--- config.mk ---
export PLATFORM = sky130hd
export DESIGN_NAME = settings_fifo_master_flat
export DESIGN_NICKNAME = d
export VERILOG_FILES = /design/src/rtl/settings_fifo_master_if.sv /design/src/rtl/settings_fifo_master.sv /design/src/flat_wrapper.sv
export SDC_FILE = /design/constraint.sdc
export NUM_CORES = 1
export LEC_CHECK = 0
export CORE_MARGIN = 2
export CORE_UTILIZATION = 44
export DETAILED_ROUTE_END_ITERATION = 10
export DONT_BUFFER_PORTS = 1
export SLEW_MARGIN = 0
export SYNTH_ARGS = -nofsm -noshare
export SYNTH_HDL_FRONTEND = slang
export SYNTH_SLANG_ARGS = --single-unit
--- constraint.sdc ---
create_clock -name clock -period 24.6 [get_ports clock]
set_clock_uncertainty 0.05 [all_clocks]
set_input_delay 4.92 -clock clock [delete_from_list [all_inputs] [get_ports clock]]
set_output_delay 4.92 -clock clock [all_outputs]
set_load 0.005 [all_outputs]
--- src/rtl/settings_fifo_master_if.sv ---
// settings_fifo_master_if
//   Bundles the request, command-packet, ACK-packet and readback signals of the
//   fifo36 settings initiator.
//   master : the initiator (settings_fifo_master) side
//   slave  : the requesting logic / link / remote side
//
//   cmd_*      request handshake (cmd_valid/cmd_ready) and request fields
//   out_*      command packet stream, fifo36 ([33]=EOF, [32]=SOF)
//   in_*       ACK packet stream, fifo36
//   rb_*       readback result, completion pulse and timeout pulse
//   busy       a transaction is in flight
interface settings_fifo_master_if;
  logic        cmd_valid;
  logic        cmd_ready;
  logic        cmd_poke;
  logic [7:0]  cmd_addr;
  logic [31:0] cmd_data;
  logic        cmd_has_time;
  logic [63:0] cmd_time;

  logic [35:0] out_data;
  logic        out_valid;
  logic        out_ready;

  logic [35:0] in_data;
  logic        in_valid;
  logic        in_ready;

  logic        rb_valid;
  logic [31:0] rb_data;
  logic        rb_timeout;
  logic        busy;

  modport master (
    input  cmd_valid, cmd_poke, cmd_addr, cmd_data, cmd_has_time, cmd_time,
    output cmd_ready,
    output out_data, out_valid,
    input  out_ready,
    input  in_data, in_valid,
    output in_ready,
    output rb_valid, rb_data, rb_timeout, busy
  );

  modport slave (
    output cmd_valid, cmd_poke, cmd_addr, cmd_data, cmd_has_time, cmd_time,
    input  cmd_ready,
    input  out_data, out_valid,
    output out_ready,
    output in_data, in_valid,
    input  in_ready,
    input  rb_valid, rb_data, rb_timeout, busy
  );
endinterface

--- src/rtl/settings_fifo_master.sv ---
// settings_fifo_master
//   Initiator end of the fifo36 settings/readback protocol. One register access
//   (poke or peek, optionally timed) is accepted, emitted as a framed VITA command
//   packet, and completed when the matching ACK packet returns its readback word.
//   Only one transaction is outstanding at a time.
//
// Ports
//   clock      clock
//   reset      synchronous, active-high reset (also returns seq to 0)
//   clear      synchronous abort of the current transaction (seq is kept)
//   bus        settings_fifo_master_if.master:
//                cmd_*  request in, cmd_ready == ~busy
//                out_*  command packet out (fifo36)
//                in_*   ACK packet in (fifo36), in_ready tied high
//                rb_*   readback word / completion pulse / timeout pulse
//                busy   transaction in flight
//
// Parameters
//   XPORT_HDR  1: prepend a transport length line (bytes of the VITA packet)
//   PROT_HDR   1: ACK packets start with a protocol header line to skip
//   CMD_SID    stream ID written into command packets
//   TIMEOUT    cycles spent waiting for the ACK before abandoning; 0 disables
module settings_fifo_master #(
  parameter bit          XPORT_HDR = 1'b1,
  parameter bit          PROT_HDR  = 1'b1,
  parameter logic [31:0] CMD_SID   = 32'h0,
  parameter int unsigned TIMEOUT   = 65535
) (
  input  logic                          clock,
  input  logic                          reset,
  input  logic                          clear,
  settings_fifo_master_if.master        bus
);

  typedef enum logic [3:0] {
    S_IDLE,
    S_XPORT,
    S_VHDR,
    S_SID,
    S_TSF0,
    S_TSF1,
    S_CHDR,
    S_DATA,
    S_WAIT_ACK
  } state_t;

  // Position of the readback header and of the final (EOF) line inside an ACK.
  localparam logic [2:0] ACK_RBH_IDX  = PROT_HDR ? 3'd3 : 3'd2;
  localparam logic [2:0] ACK_LAST_IDX = PROT_HDR ? 3'd4 : 3'd3;

  state_t      state;
  state_t      state_nxt;
  logic [3:0]  seq;

  // Latched request
  logic        poke_q;
  logic [7:0]  addr_q;
  logic [31:0] data_q;
  logic        has_time_q;
  logic [63:0] time_q;

  logic [31:0] to_cnt;
  logic [2:0]  ack_cnt;
  logic [3:0]  rb_seq_q;
  logic [8:0]  rb_sel_q;
  logic        rb_valid_q;
  logic [31:0] rb_data_q;

  logic [31:0] out_word;
  logic        out_sof;
  logic        out_eof;
  logic        out_vld;
  logic        accept;

  logic        in_sof;
  logic        in_eof;
  logic        ack_active;
  logic [2:0]  ack_idx;
  logic        ack_last;
  logic        ack_match;
  logic        expire;

  // The two spare fifo36 flag bits of ACK lines carry nothing we use.
  logic        unused_in_flags;
  assign unused_in_flags = ^bus.in_data[35:34];

  // ---------------------------------------------------------------------------
  // Handshakes and ACK line tracking
  // ---------------------------------------------------------------------------
  assign out_vld = (state != S_IDLE) && (state != S_WAIT_ACK);
  assign accept  = bus.cmd_valid && (state == S_IDLE) && !clear;

  assign in_sof  = bus.in_data[32];
  assign in_eof  = bus.in_data[33];

  // A line only belongs to a packet if it starts one (SOF) or a packet is
  // already open; stray lines between packets are ignored. A SOF always
  // restarts the count, which drops any packet it interrupted.
  assign ack_active = bus.in_valid && (in_sof || (ack_cnt != 3'd0));
  assign ack_idx    = in_sof ? 3'd0 : ack_cnt;
  assign ack_last   = ack_active && in_eof && (ack_idx == ACK_LAST_IDX);

  assign ack_match = ack_last && !clear && (state == S_WAIT_ACK) &&
                     (rb_seq_q == seq) && (rb_sel_q == {poke_q, addr_q});

  // A matching ACK in the expiry cycle takes precedence over the timeout.
  assign expire = (TIMEOUT != 0) && (state == S_WAIT_ACK) &&
                  (to_cnt == TIMEOUT) && !ack_match && !clear;

  // ---------------------------------------------------------------------------
  // TX FSM next state and command line formatting
  // ---------------------------------------------------------------------------
  always_comb begin
    state_nxt = state;
    out_word  = 32'h0;
    out_sof   = 1'b0;
    out_eof   = 1'b0;
    case (state)
      S_IDLE: begin
        if (bus.cmd_valid) state_nxt = XPORT_HDR ? S_XPORT : S_VHDR;
      end
      S_XPORT: begin
        out_word = has_time_q ? 32'd24 : 32'd16;
        out_sof  = 1'b1;
        if (bus.out_ready) state_nxt = S_VHDR;
      end
      S_VHDR: begin
        // [28] SID present, [21:20] integer timestamp type, [19:16] seq,
        // [15:0] VITA packet length in words.
        out_word = {3'b000, 1'b1, 6'b0, (has_time_q ? 2'b01 : 2'b00), seq,
                    (has_time_q ? 16'd6 : 16'd4)};
        out_sof  = !XPORT_HDR;
        if (bus.out_ready) state_nxt = S_SID;
      end
      S_SID: begin
        out_word = CMD_SID;
        if (bus.out_ready) state_nxt = has_time_q ? S_TSF0 : S_CHDR;
      end
      S_TSF0: begin
        out_word = time_q[63:32];
        if (bus.out_ready) state_nxt = S_TSF1;
      end
      S_TSF1: begin
        out_word = time_q[31:0];
        if (bus.out_ready) state_nxt = S_CHDR;
      end
      S_CHDR: begin
        out_word = {12'b0, seq, 7'b0, poke_q, addr_q};
        if (bus.out_ready) state_nxt = S_DATA;
      end
      S_DATA: begin
        out_word = data_q;
        out_eof  = 1'b1;
        if (bus.out_ready) state_nxt = S_WAIT_ACK;
      end
      S_WAIT_ACK: begin
        if (ack_match || expire) state_nxt = S_IDLE;
      end
      default: state_nxt = S_IDLE;
    endcase
    // Abort drops whatever is in flight, including a partially sent packet.
    if (clear) state_nxt = S_IDLE;
  end

  // ---------------------------------------------------------------------------
  // State, sequence and request registers
  // ---------------------------------------------------------------------------
  always_ff @(posedge clock) begin
    if (reset) begin
      state <= S_IDLE;
      seq   <= 4'd0;
    end else begin
      state <= state_nxt;
      if (ack_match || expire) seq <= seq + 4'd1;
    end
  end

  always_ff @(posedge clock) begin
    if (accept) begin
      poke_q     <= bus.cmd_poke;
      addr_q     <= bus.cmd_addr;
      data_q     <= bus.cmd_data;
      has_time_q <= bus.cmd_has_time;
      time_q     <= bus.cmd_time;
    end
  end

  // Loaded with 1 on the DATA beat so that in the k-th cycle after that beat
  // the counter reads k; expiry therefore lands exactly TIMEOUT cycles later.
  always_ff @(posedge clock) begin
    if (reset) begin
      to_cnt <= 32'd0;
    end else if ((state == S_DATA) && bus.out_ready) begin
      to_cnt <= 32'd1;
    end else if (state == S_WAIT_ACK) begin
      to_cnt <= to_cnt + 32'd1;
    end
  end

  // ---------------------------------------------------------------------------
  // ACK parser and readback outputs
  // ---------------------------------------------------------------------------
  always_ff @(posedge clock) begin
    if (reset || clear) begin
      ack_cnt <= 3'd0;
    end else if (ack_active) begin
      if (in_eof)                ack_cnt <= 3'd0;
      else if (ack_idx != 3'd7)  ack_cnt <= ack_idx + 3'd1;
    end
  end

  always_ff @(posedge clock) begin
    if (ack_active && (ack_idx == ACK_RBH_IDX)) begin
      rb_seq_q <= bus.in_data[19:16];
      rb_sel_q <= bus.in_data[8:0];
    end
  end

  always_ff @(posedge clock) begin
    if (reset) begin
      rb_valid_q <= 1'b0;
      rb_data_q  <= 32'h0;
    end else begin
      rb_valid_q <= ack_match;
      if (ack_match) rb_data_q <= bus.in_data[31:0];
    end
  end

  assign bus.cmd_ready  = (state == S_IDLE);
  assign bus.busy       = (state != S_IDLE);
  assign bus.out_valid  = out_vld;
  assign bus.out_data   = {2'b00, out_eof, out_sof, out_word};
  assign bus.in_ready   = 1'b1;
  assign bus.rb_valid   = rb_valid_q;
  assign bus.rb_data    = rb_data_q;
  assign bus.rb_timeout = expire;

endmodule

--- src/flat_wrapper.sv ---
// flat-port wrapper written by rule: the top's interface ports become plain ports
module settings_fifo_master_flat 
#(
  parameter bit          XPORT_HDR = 1'b1,
  parameter bit          PROT_HDR  = 1'b1,
  parameter logic [31:0] CMD_SID   = 32'h0,
  parameter int unsigned TIMEOUT   = 65535
)
  (clock, reset, clear, bus_cmd_valid, bus_cmd_poke, bus_cmd_addr, bus_cmd_data, bus_cmd_has_time, bus_cmd_time, bus_cmd_ready, bus_out_data, bus_out_valid, bus_out_ready, bus_in_data, bus_in_valid, bus_in_ready, bus_rb_valid, bus_rb_data, bus_rb_timeout, bus_busy);
  settings_fifo_master_if bus_i ();
  input  logic clock;
  input  logic reset;
  input  logic clear;
  input wire logic [$bits(bus_i.cmd_valid)-1:0] bus_cmd_valid;
  input wire logic [$bits(bus_i.cmd_poke)-1:0] bus_cmd_poke;
  input wire logic [$bits(bus_i.cmd_addr)-1:0] bus_cmd_addr;
  input wire logic [$bits(bus_i.cmd_data)-1:0] bus_cmd_data;
  input wire logic [$bits(bus_i.cmd_has_time)-1:0] bus_cmd_has_time;
  input wire logic [$bits(bus_i.cmd_time)-1:0] bus_cmd_time;
  output wire logic [$bits(bus_i.cmd_ready)-1:0] bus_cmd_ready;
  output wire logic [$bits(bus_i.out_data)-1:0] bus_out_data;
  output wire logic [$bits(bus_i.out_valid)-1:0] bus_out_valid;
  input wire logic [$bits(bus_i.out_ready)-1:0] bus_out_ready;
  input wire logic [$bits(bus_i.in_data)-1:0] bus_in_data;
  input wire logic [$bits(bus_i.in_valid)-1:0] bus_in_valid;
  output wire logic [$bits(bus_i.in_ready)-1:0] bus_in_ready;
  output wire logic [$bits(bus_i.rb_valid)-1:0] bus_rb_valid;
  output wire logic [$bits(bus_i.rb_data)-1:0] bus_rb_data;
  output wire logic [$bits(bus_i.rb_timeout)-1:0] bus_rb_timeout;
  output wire logic [$bits(bus_i.busy)-1:0] bus_busy;
  assign bus_i.cmd_valid = bus_cmd_valid;
  assign bus_i.cmd_poke = bus_cmd_poke;
  assign bus_i.cmd_addr = bus_cmd_addr;
  assign bus_i.cmd_data = bus_cmd_data;
  assign bus_i.cmd_has_time = bus_cmd_has_time;
  assign bus_i.cmd_time = bus_cmd_time;
  assign bus_cmd_ready = bus_i.cmd_ready;
  assign bus_out_data = bus_i.out_data;
  assign bus_out_valid = bus_i.out_valid;
  assign bus_i.out_ready = bus_out_ready;
  assign bus_i.in_data = bus_in_data;
  assign bus_i.in_valid = bus_in_valid;
  assign bus_in_ready = bus_i.in_ready;
  assign bus_rb_valid = bus_i.rb_valid;
  assign bus_rb_data = bus_i.rb_data;
  assign bus_rb_timeout = bus_i.rb_timeout;
  assign bus_busy = bus_i.busy;
  settings_fifo_master #(.XPORT_HDR(XPORT_HDR), .PROT_HDR(PROT_HDR), .CMD_SID(CMD_SID), .TIMEOUT(TIMEOUT)) u_core (.clock(clock), .reset(reset), .clear(clear), .bus(bus_i));
endmodule
## Word level (Yosys, flattened, before mapping)

Index checks and enable logic that the tools add are counted.

| word-level totals | value |
|---|---|
| register bits | 195 |
| input bits | 148 |
| output and inout bits | 74 |
| word-level logic and storage cells | 92 |

| cells by class | value |
|---|---|
| add/sub/neg operators | 3 |
| equal/unequal tests | 24 |
| multiplexer cells | 22 |
| reduce and logical (&&, ||, !) cells | 29 |

Operator list:

| kind | number |
|---|---|
| case mux 32 bit (6 select lines) | 1 |
| two-way mux 4 bit | 10 |
| case mux 4 bit (9 select lines) | 1 |
| adder 32 x 1 -> 32 bit, second input constant | 1 |
| == test 32 x 16 -> 1 bit, second input constant | 1 |
| inequality test 2 bit, second input constant | 9 |
| == test 4 x 3 -> 1 bit, second input constant | 4 |
| logical AND 1 bit | 15 |
| == test 9 bit | 1 |
| two-way mux 3 bit | 3 |
| AND reduction 9 bit | 1 |
| == test 4 x 2 -> 1 bit, second input constant | 2 |
| two-way mux 1 bit | 5 |
| adder 4 x 1 -> 4 bit, second input constant | 1 |
| == test 4 x 1 -> 1 bit, second input constant | 1 |
| == test 4 bit | 1 |
| == test 4 bit, second input constant | 1 |
| logical NOT 4 bit | 1 |
| two-way mux 2 bit | 2 |
| inequality test 4 bit, second input constant | 1 |
| nonzero test 2 bit | 2 |
| nonzero test 4 bit | 1 |
| OR reduction 2 bit | 2 |
| adder 3 x 1 -> 3 bit, second input constant | 1 |
| other kinds (7) | 10 |

## Longest topological paths before layout

Gate-level depths: netlist (run 1).

| logic depth | value |
|---|---|
| word-level depth | 15 |
| mapped depth | 9 |
| mapped depth without buffers | 7 |

## Least setup slack after synthesis (run 1)

OpenSTA, ideal clock, no wires.

| timing path | value |
|---|---|
| path kind | input to register |
| from | in clear |
| to | reg u_core.addr_q[0] (enable) |
| setup time | 0.723 ns |
| arrival | 12.820 ns |
| data required time | 23.827 ns |
| path slack | 11.007 ns |
| stages | 2 |
| buffers on the path | 1 |
| path through | clkbuf_1 > nor3b_1 |

| between the ends | value |
|---|---|
| longest elaborated chain between the ends | 2 |

RTL lines:

| item | RTL line | RTL |
|---|---|---|
| from (decl) | flat_wrapper.sv:13 | `input logic clear;` |
| logical NOT 1 bit | settings_fifo_master.sv:91 | `assign accept = bus.cmd_valid && (state == S_IDLE) && !clear;` |
| logical AND 1 bit | settings_fifo_master.sv:91 |  |
| via u_core.accept | settings_fifo_master.sv:73 | `logic accept;` |
| to (signal assigned) | settings_fifo_master.sv:181 | `addr_q <= bus.cmd_addr;` |
| to (decl) | settings_fifo_master.sv:57 | `logic [7:0] addr_q;` |

The timed path passes the listed nets, and every way through them passes these cells.
A chain may end at the register's enable or synchronous reset.

## Worst setup path after layout (run 1)

| timing path | value |
|---|---|
| from | in bus_in_data[32] |
| to | out bus_rb_timeout |

| between the ends | value |
|---|---|
| longest elaborated chain between the ends | 11 |
| elaborated cells on any way between the ends | 13 |
| those cells by class | eq/ne (1); mux (1); reduce/logical (11) |

RTL lines:

| item | RTL line | RTL |
|---|---|---|
| from (decl) | flat_wrapper.sv:24 | `input wire logic [$bits(bus_i.in_data)-1:0] bus_in_data;` |
| branches (longest 3 deep; another with two-way mux 3 bit) | -- |  |
| logical AND 1 bit (*) | settings_fifo_master.sv:101 | `assign ack_last = ack_active && in_eof && (ack_idx == ACK_LAST_IDX);` |
| logical AND 1 bit (*) (3 in series) | settings_fifo_master.sv:103 | `assign ack_match = ack_last && !clear && (state == S_WAIT_ACK) &&` |
| logical AND 1 bit (*) | settings_fifo_master.sv:104 | `(rb_seq_q == seq) && (rb_sel_q == {poke_q, addr_q});` |
| logical NOT 1 bit (*) | settings_fifo_master.sv:108 | `(to_cnt == TIMEOUT) && !ack_match && !clear;` |
| logical AND 1 bit (*) (2 in series) | settings_fifo_master.sv:108 |  |
| to (decl) | flat_wrapper.sv:29 | `output wire logic [$bits(bus_i.rb_timeout)-1:0] bus_rb_timeout;` |

Mark *: on every way between the ends.

==> out/metrics.cfg, run 1 <==
[sta]
slew_headroom_pct = 16.6
hold_violations = 0
drv_slew = 0
period_minus_slack_ns = 12.22
post-route-period-util_pct = 49.7
report.final.setup_viol = 0
rsz0062_at_grt = no
fin_setup_tns_ns = 0
fmax_mhz = 81.8
worst_slew_pin_slew_ns = 1.25

[placed_design]
port_buffers = 0
dp.final_hpwl_mm = 12.8
place_congestion = 0.768

[routing]
avgRoutedWirePerCell_um = 20.8
drtIter0Drc = 390
drtPass1Iterations = 5
ant_nets = 0
wl_mm = 18.8
routed_via_density = 5.82
drc_errors = 0
via_count = 5265

[synthesis]
synth_enable_flop_cells = 119
synthTopCellsByArea = edfxtp_1 (44%), dfxtp_1 (19%), xnor2_1 (3.2%), nor2_1 (3.0%), nand3_1 (2.8%)
synth_ff_type = edfxtp_1
yosysTopAreaCell = edfxtp_1
synthTopCellsByCount = edfxtp_1 (119), dfxtp_1 (76), nor2_1 (65), nand3_1 (46), a21oi_1 (43)
yosysSeqAreaShare_pct = 62.1
async_flop_share_pct = 0
syn_avg_cell_area_sq_um = 12.0
synth_top_area_share_pct = 43.6
netlist_instances = 686
syn_area_sq_um = 8200
synth_cell_types = 55
ys_ff_latch = 195
synth.most_common_cell = edfxtp_1
yosys_warnings = 0

[critical_path]
cpLargestDelayFamily = simple AND/OR/NAND/NOR gates
critPathLaunchType = input pin
worstPathArrival_ns = 7.25
r2r_cells = 6
cp_slowest_cell = or3_1
cp.required_ns = 19.63
critPathKind = in -> out
path_cells = nand2b_1, ha_1, and3b_1, nand4_1, or3_1, nor2_1, nor4_1
worstPathMaxFanout = 34
end_kind = output port
path_buf_inv = 0
cp.depth = 7
max_stage_delay_ns = 0.93

[floorplanning]
floorplan.initialDensity_pct = 45.2
dieArea_sq_um = 19800
fp.dieH_um = 141
io_pins = 222
dieWidth_um = 141
coreArea_sq_um = 18100
row_count = 49

[clocking]
cts_setup_buffers = 0
clock_latency_ns = 0.43
cts_tree = yes
path_clk_slew_ns = 0.07
cts_buffers = 17
cts_hold_buf = 0
clk_path_buf_depth = 2
cts_root_buffer = clkbuf_16
htree_num_levels = 4
cts_resized = 0
clock_sink_count = 195

[run]
cap_violations = 0

[pwr]
p_leak_nw = 2.87
power.internal_uw = 509
switchingPower_uw = 148
pwr-share-seq_pct = 54.8
p_sw_share_pct = 22.5
power_density_nw_per_um2 = 73.5
pwr-share-clk_pct = 42.0
vdd_drop_max_mv = 0.0447
power_frac_comb_pct = 3.2

[finish]
utilization_pct = 49.3
drive_gt1_share_pct = 11.8
layout.nets = 817
num_antenna_cells = 0
area_growth_pct = 9.00
fillers = 1576

[min_path]
whs_path_depth = 2
hold_path.class = reg -> reg

[grt]
grt_pass1_wl_mm = 28.9
grt_usage_pct = 19.0
grt_overflow = 0
grt_pass1_vias = 5246
grt_max_degree = 59
antenna_found_initial = 2

[outcome]
status = complete, no violations

[placed cells by master, fill, tap and decap left out, types with 4 or more instances in the layout]
cell	netlist	layout
dfxtp_1	76	74
edfxtp_1	119	119
nand4_1	14	14
a21oi_1	43	43
ha_1	6	6
mux2i_1	5	5
nor4_1	18	18
mux4_2	8	8
xor2_1	10	10
inv_8	0	4
nand3_1	46	46
a22oi_1	27	27
mux2_2	19	19
nor3_1	11	11
and2_1	10	10
nand2b_1	7	7
clkbuf_16	0	18
and4_1	4	4
buf_4	5	8
nand2_1	15	15
or3_1	8	8
nor2b_1	6	6
inv_1	14	15
o21ai_1	34	34
nor2_1	65	65
xnor2_1	30	30
[state kept, by name, indices dropped and copies added (netlist names)]
name,count
u_core.ack_cnt,3
u_core.seq,4
u_core.data_q,32
u_core.rb_sel_q,9
u_core.state,4
u_core.bus.rb_data,32
u_core.has_time_q,1
u_core.time_q,64
u_core.poke_q,1
u_core.bus.rb_valid,1
u_core.to_cnt,32
u_core.addr_q,8
u_core.rb_seq_q,4
[worst register-to-register path, stage by stage (launching register included)]
cell	delay, ns
dfxtp_2	0.32
buf_4	0.30
or3_1	0.53
or2_2	0.37
nor3b_2	0.19
buf_4	0.52
buf_4	0.73
[area by class of cell]
| type | instances | area [sq um] | area share [%] |
|---|---|---|---|
| sequential | 195 | 5100 | 57.0 |
| tap | 229 | 287 | 3.20 |
| inverter | 14 | 52.6 | 0.588 |
| clock buffer | 19 | 464 | 5.19 |
| timing repair buffer | 8 | 60.1 | 0.672 |
| clock inverter | 13 | 136 | 1.53 |
| multi-input combinational | 427 | 2840 | 31.8 |
[power groups by stage]
stage | combinational, mW | sequential (mW) | clock, mW
after floorplan | 0.0181 | 0.368 | 0
after global placement | 0.0207 | 0.367 | 0
after detailed placement | 0.0213 | 0.367 | 0
after CTS | 0.0214 | 0.360 | 0.283
after global routing | 0.0234 | 0.361 | 0.296
final | 0.0211 | 0.360 | 0.276
[per-layer routing]
layer	vias up	GRT usage, %	routed length (um)	share of wire (%)
met5	-	0	30	0.16
met4	4	5.32	298	1.6
met3	28	6.91	1190	6.3
met2	171	31.4	9300	49
met1	2580	23.6	7970	42
li1	2482	-	-	-
[path summary, 6_finish.rpt]
path	from	end	slack, ns
setup / recovery	bus_in_data[32]	bus_rb_timeout	12.38
hold / removal	u_core.to_cnt[1]	u_core.to_cnt[1]	0.43
setup reg to reg	u_core.state[0]	u_core.time_q[22]	21.17
hold reg to reg	u_core.to_cnt[1]	u_core.to_cnt[1]	0.43
[per-stage QoR]
step	std cells	hold slack (ns)	cell area (sq um)	setup slack, ns	total power, mW
global route	905	0.471	8940	12.19	0.680
finish	905	0.425	8940	12.38	0.657
detailed placement	873	0.419	8340	12.40	0.389
global placement	873	0.407	8340	12.47	0.388
floorplan	687	0.399	8210	11.01	0.386
CTS	905	0.428	8940	12.38	0.664
[cells by family after synthesis]
family          count (synthesis)  synth area share [%]
flops                         195                  62.1
mux                            34                  5.74
other cells                     2                0.0916
compound gates                123                  9.03
xor+xnor                       40                  4.27
simple gates                  221                  14.4
fa+ha+maj                       6                 0.915
buf+inv                        65                  3.40
(Power assumes the default switching activity.)
==> run 2: changes to the inputs <==
==> constraint.sdc (replaced) <==
create_clock -name clock -period 12.6 [get_ports clock]
set_clock_uncertainty 0.05 [all_clocks]
set_input_delay 2.52 -clock clock [delete_from_list [all_inputs] [get_ports clock]]
set_output_delay 2.52 -clock clock [all_outputs]
set_load 0.005 [all_outputs]
==> run 2 against run 1 <==
Against the previous run: register-to-register slack lost 12 ns; clock power grew 99%; worst setup slack lost 7.2 ns; first-iteration DRC count shrank 6.4%; core utilization is essentially flat; count of clock-buffer cells in the layout grew 2; total power grew 97%; largest cell class unchanged; wire length shrank 0.85%.
==> out/metrics.cfg, run 2 (synthesis results as in run 1) <==
[critical_path]
path_cells = nand2b_1, ha_1, and3b_1, nand4_1, or3_1, nor2_1, nor4_1
max_stage_delay_ns = 0.93  ; about the same
critPathLaunchType = input pin
worstPathArrival_ns = 4.83  ; -2.42 ns
end_kind = output port
cp.required_ns = 10.03  ; -9.60 ns
r2r_cells = 6  ; unchanged
critPathKind = in -> out
cp_slowest_cell = or3_1
worstPathMaxFanout = 34  ; unchanged

[routing]
via_count = 5284  ; +0.36%
wl_mm = 18.6  ; -0.85%
drc_errors = 0  ; unchanged
drtIter0Drc = 365  ; -6.4%
wl_met2_mm = 9.46  ; +1.8%
routed_via_density = 5.84  ; +0.36%
ant_nets = 0  ; unchanged
avgRoutedWirePerCell_um = 20.6  ; -0.85%
highest_layer = met5
drtPass1Iterations = 7  ; +2
wl_met1_mm = 7.53  ; -5.6%
wl_met3_mm = 1.31  ; +10%

[sta]
slew_headroom_pct = 16.5  ; -0.15 points
whs_ns = 0.430  ; +0.00423 ns
period_minus_slack_ns = 7.40
drv_slew = 0  ; unchanged
fin_setup_tns_ns = 0  ; unchanged
hold_violations = 0  ; unchanged
post-route-period-util_pct = 58.7
worst_slew_pin_slew_ns = 1.25  ; +0.00220 ns
rsz0062_at_grt = no
report.final.setup_viol = 0  ; unchanged
fmax_mhz = 135

[finish]
largest_reg_flops = 64  ; unchanged
regArea_sq_um = 5100  ; unchanged
fillers = 1602  ; +1.6%
utilization_pct = 49.3  ; about the same
multiInputGateArea_sq_um = 2840  ; unchanged
final_cell_mix = edfxtp_1 (119), dfxtp_1 (74), nor2_1 (65), nand3_1 (46), a21oi_1 (43)
area_growth_pct = 9.01  ; about the same
stdcell_area_sq_um = 8940  ; about the same
drive_gt1_share_pct = 11.8  ; unchanged
num_antenna_cells = 0  ; unchanged
layout_commonest_cell = edfxtp_1
layout.nets = 817  ; unchanged
regMostFlops = u_core.time_q

[floorplanning]
dieArea_sq_um = 19800  ; unchanged
floorplan.initialDensity_pct = 45.2  ; unchanged
coreArea_sq_um = 18100  ; unchanged
io_pins = 222  ; unchanged
fp.dieH_um = 141  ; unchanged
row_count = 49  ; unchanged
dieWidth_um = 141  ; unchanged

[pwr]
vdd_drop_max_mv = 0.0816  ; +83%
p_leak_nw = 2.87  ; about the same
power_density_nw_per_um2 = 145  ; +97%

[clocking]
clock_latency_ns = 0.43  ; about the same
cts_hold_buf = 0  ; unchanged
path_clk_slew_ns = 0.07  ; about the same
cts_setup_buffers = 0  ; unchanged
clk_path_buf_depth = 2  ; unchanged
htree_num_levels = 4  ; unchanged
cts_resized = 0  ; unchanged
cts_tree = yes
clock_sink_count = 195  ; unchanged
cts_root_buffer = clkbuf_16
cts_buffers = 17  ; unchanged

[run]
cap_violations = 0  ; unchanged

[placed_design]
dp.final_hpwl_mm = 12.8  ; about the same
placed_cell_area_sq_um = 8340  ; unchanged
place_congestion = 0.758  ; -1.3%
port_buffers = 0  ; unchanged

[min_path]
hold_path.class = reg -> reg
whs_path_depth = 2  ; unchanged

[grt]
grt_max_degree = 90  ; +53%
grt_pass1_vias = 5291  ; +0.86%
antenna_found_initial = 1  ; -1
grt_overflow = 0  ; unchanged
grt_pass1_wl_mm = 28.7  ; -0.95%
grt_usage_pct = 18.8  ; -0.16 points

[outcome]
status = complete, no violations

[run 2: final cells by class]
class                           count  share of cell area (%)
Tap cell                          229                    3.20
Sequential cell                   195                    57.0
Clock buffer                       21                    5.29
Clock inverter                     11                    1.44
Multi-Input combinational cell    427                    31.8
Inverter                           14                   0.588
Timing Repair Buffer                8                   0.672
[run 2: per-layer routing]
metal	GRT usage [%]	vias to the layer above
met1	22.2	2569
met2	31.8	203
met5	0	-
li1	-	2481
met4	6.37	2
met3	7.11	29
[run 2: power breakdown]
part	total [mW]	internal [mW]	switching [mW]
Sequential	0.703	0.697	0.00614
Combinational	0.0409	0.0158	0.0251
Clock	0.550	0.300	0.250
Total	1.29	1.01	0.281
[run 2: per-stage QoR]
step	power (mW)	setup WS, ns	std cells
final	1.29	5.20	905
after global routing	1.34	4.99	905
after CTS	1.31	5.17	905
after detailed placement	0.759	5.21	873
after global placement	0.757	5.27	873
after floorplan	0.754	1.41	687
[run 2: path summary, 6_finish.rpt]
path | start | to | slack [ns]
worst max-delay path | bus_in_data[32] | bus_rb_timeout | 5.20
worst max register to register | u_core.state[0] | u_core.data_q[7] | 9.25
worst min register to register | u_core.to_cnt[1] | u_core.to_cnt[1] | 0.43
worst min-delay path | u_core.to_cnt[1] | u_core.to_cnt[1] | 0.43
[run 2: worst max-delay path: cells and delay by family]
kind          cells  cell delay (ns)
simple gates      6             2.08
fa+ha+maj         1             0.21
==> run 3: changes to the inputs <==
==> constraint.sdc (replaced) <==
create_clock -name clock -period 6 [get_ports clock]
set_clock_uncertainty 0.05 [all_clocks]
set_input_delay 1.2 -clock clock [delete_from_list [all_inputs] [get_ports clock]]
set_output_delay 1.2 -clock clock [all_outputs]
set_load 0.005 [all_outputs]
==> run 3 against run 2 <==
Against the previous run: register-to-register slack worse by 6.5 ns; via count is 1.3% lower; die area did not move; total power grew 110%; sequential share of layout area grew 0.056 points; sequential cell count is the same; critical path depth up 1; first-iteration DRC count is 22% lower; critical endpoint unchanged; largest cell class unchanged.
==> out/metrics.cfg, run 3 (synthesis results as in run 1) <==
[grt]
grtUsageMet2_pct = 32.2  ; +0.39 points
grt_util_met3_pct = 7.21  ; +0.10 points
grt_overflow = 0  ; unchanged
grt_usage_pct = 18.8  ; about the same
grt_pass1_wl_mm = 28.7  ; +0.31%
grt-busiest-layer = met2
grt_pass1_vias = 5334  ; +0.81%
grt_max_degree = 60  ; -33%
met1_usage_pct = 21.7  ; -0.50 points
antenna_found_initial = 4  ; +3

[critical_path]
r2r_start = u_core.state[0]
path_cells = nand2b_1, ha_1, and3b_1, nand4_1, or3_1, nor2_1, nor4_1, buf_4
path_buf_inv = 1  ; +1
timing.rr.end = u_core.addr_q[0]
cpLargestDelayFamily = simple AND/OR/NAND/NOR gates
r2r_cells = 5  ; -1
max_stage_delay_ns = 0.91  ; -0.02 ns
cp_slowest_cell = or3_1
crit_path_start = bus_in_data[32]
cp.required_ns = 4.75  ; -5.28 ns
end_kind = output port
cp.depth = 8  ; +1
r2r_slack_ns = 2.77  ; -6.48 ns
critPathLaunchType = input pin
critPathKind = in -> out
worstPathArrival_ns = 3.62  ; -1.21 ns
worstPathMaxFanout = 34  ; unchanged

[clocking]
path_clk_slew_ns = 0.07  ; about the same
clock_latency_ns = 0.43  ; about the same
cts_root_buffer = clkbuf_16
cts_resized = 0  ; unchanged
cts_tree = yes
cts_hold_buf = 0  ; unchanged
clk_path_buf_depth = 2  ; unchanged
cts_buffers = 17  ; unchanged
htree_num_levels = 4  ; unchanged
cts_setup_buffers = 0  ; unchanged
clock_sink_count = 195  ; unchanged

[pwr]
power_density_nw_per_um2 = 298  ; +110%
p_leak_nw = 2.86  ; -0.54%
vdd_drop_max_mv = 0.184  ; +130%

[finish]
instances_no_fill = 908  ; +0.33%
largest_reg_flops = 64  ; unchanged
layout.nets = 819  ; +0.24%
area_growth_pct = 8.91  ; about the same
fillers = 1591  ; -0.69%
layout_commonest_cell = edfxtp_1
regArea_sq_um = 5100  ; unchanged
final_cell_mix = edfxtp_1 (119), dfxtp_1 (74), nor2_1 (65), nand3_1 (46), a21oi_1 (43)
multiInputGateArea_sq_um = 2850  ; +0.22%
drive_gt1_share_pct = 11.9  ; +0.11 points
regMostFlops = u_core.time_q

[routing]
ant_nets = 0  ; unchanged
wl_mm = 18.8  ; +1.0%
avgRoutedWirePerCell_um = 20.7  ; +0.70%
via_count = 5213  ; -1.3%
routed_via_density = 5.74  ; -1.7%
drtIter0Drc = 285  ; -22%
drtPass1Iterations = 4  ; -3
drc_errors = 0  ; unchanged

[floorplanning]
dieWidth_um = 141  ; unchanged
fp.dieH_um = 141  ; unchanged
dieArea_sq_um = 19800  ; unchanged
floorplan.initialDensity_pct = 45.2  ; unchanged
coreArea_sq_um = 18100  ; unchanged
io_pins = 222  ; unchanged
row_count = 49  ; unchanged

[placed_design]
place_congestion = 0.819  ; +8.0%
dp.final_hpwl_mm = 13.2  ; +3.3%
place_inst = 875  ; +0.23%
port_buffers = 0  ; unchanged

[sta]
fin_setup_tns_ns = 0  ; unchanged
post-route-period-util_pct = 81.1
report.final.setup_viol = 0  ; unchanged
rsz0062_at_grt = no
drv_slew = 0  ; unchanged
worst_slew_pin_slew_ns = 1.16  ; -0.0896 ns
fmax_mhz = 205
period_minus_slack_ns = 4.87
slew_headroom_pct = 22.4  ; +6.0 points
hold_violations = 0  ; unchanged

[min_path]
min_to = u_core.to_cnt[1]
whs_path_depth = 2  ; unchanged
hold_path.class = reg -> reg
hold_start = u_core.to_cnt[1]

[run]
cap_violations = 0  ; unchanged

[outcome]
status = complete, no violations

[run 3: report_power, final]
part	leakage, nW	switching (mW)	internal, mW	total, mW
Combinational	0.863	0.0533	0.0337	0.0869
Clock	0.275	0.512	0.584	1.10
Sequential	1.72	0.0123	1.46	1.48
[run 3: tightest hold or removal path: cells and delay by family, from the launching register on]
family          cells  cell delay, ns
flops               1            0.32
simple gates        1            0.06
compound gates      1            0.06
[run 3: worst max path at each step]
| stage | to | slack (ns) |
|---|---|---|
| 2_1_floorplan | u_core.addr_q[0] | 1.41 |
| 3_3_place_gp | bus_rb_timeout | 1.20 |
| 3_5_place_dp | bus_rb_timeout | 1.14 |
| 4_1_cts | bus_rb_timeout | 1.14 |
| 5_1_grt | bus_rb_timeout | 0.94 |
| 6_report | bus_rb_timeout | 1.13 |
[run 3: through the flow]
stage / power [mW] / utilization (%) / hold WS (ns) / setup slack [ns] / instance area, sq um
2_1_floorplan: 1.58 / - / 0.399 / 1.41 / 8220
3_3_place_gp: 1.59 / 46.1 / 0.408 / 1.20 / 8360
3_5_place_dp: 1.59 / 46.1 / 0.426 / 1.14 / 8360
4_1_cts: 2.69 / 49.2 / 0.436 / 1.14 / 8930
5_1_grt: 2.74 / 49.2 / 0.455 / 0.939 / 8930
6_report: 2.66 / 49.2 / 0.434 / 1.13 / 8930
[run 3: per-layer routing]
layer | wire length, um | vias up
met3 | 1430 | 26
met5 | 13 | -
li1 | - | 2480
met1 | 7610 | 2532
met2 | 9440 | 173
met4 | 334 | 2
[run 3: layout make-up]
class                      instances  area share (%)
sequential                       195            57.1
multi-input combinational        427            31.9
clock buffer                      17            4.76
tap                              229            3.21
clock inverter                    15            1.61
timing repair buffer              10           0.840
inverter                          14           0.588
antenna                            1          0.0280
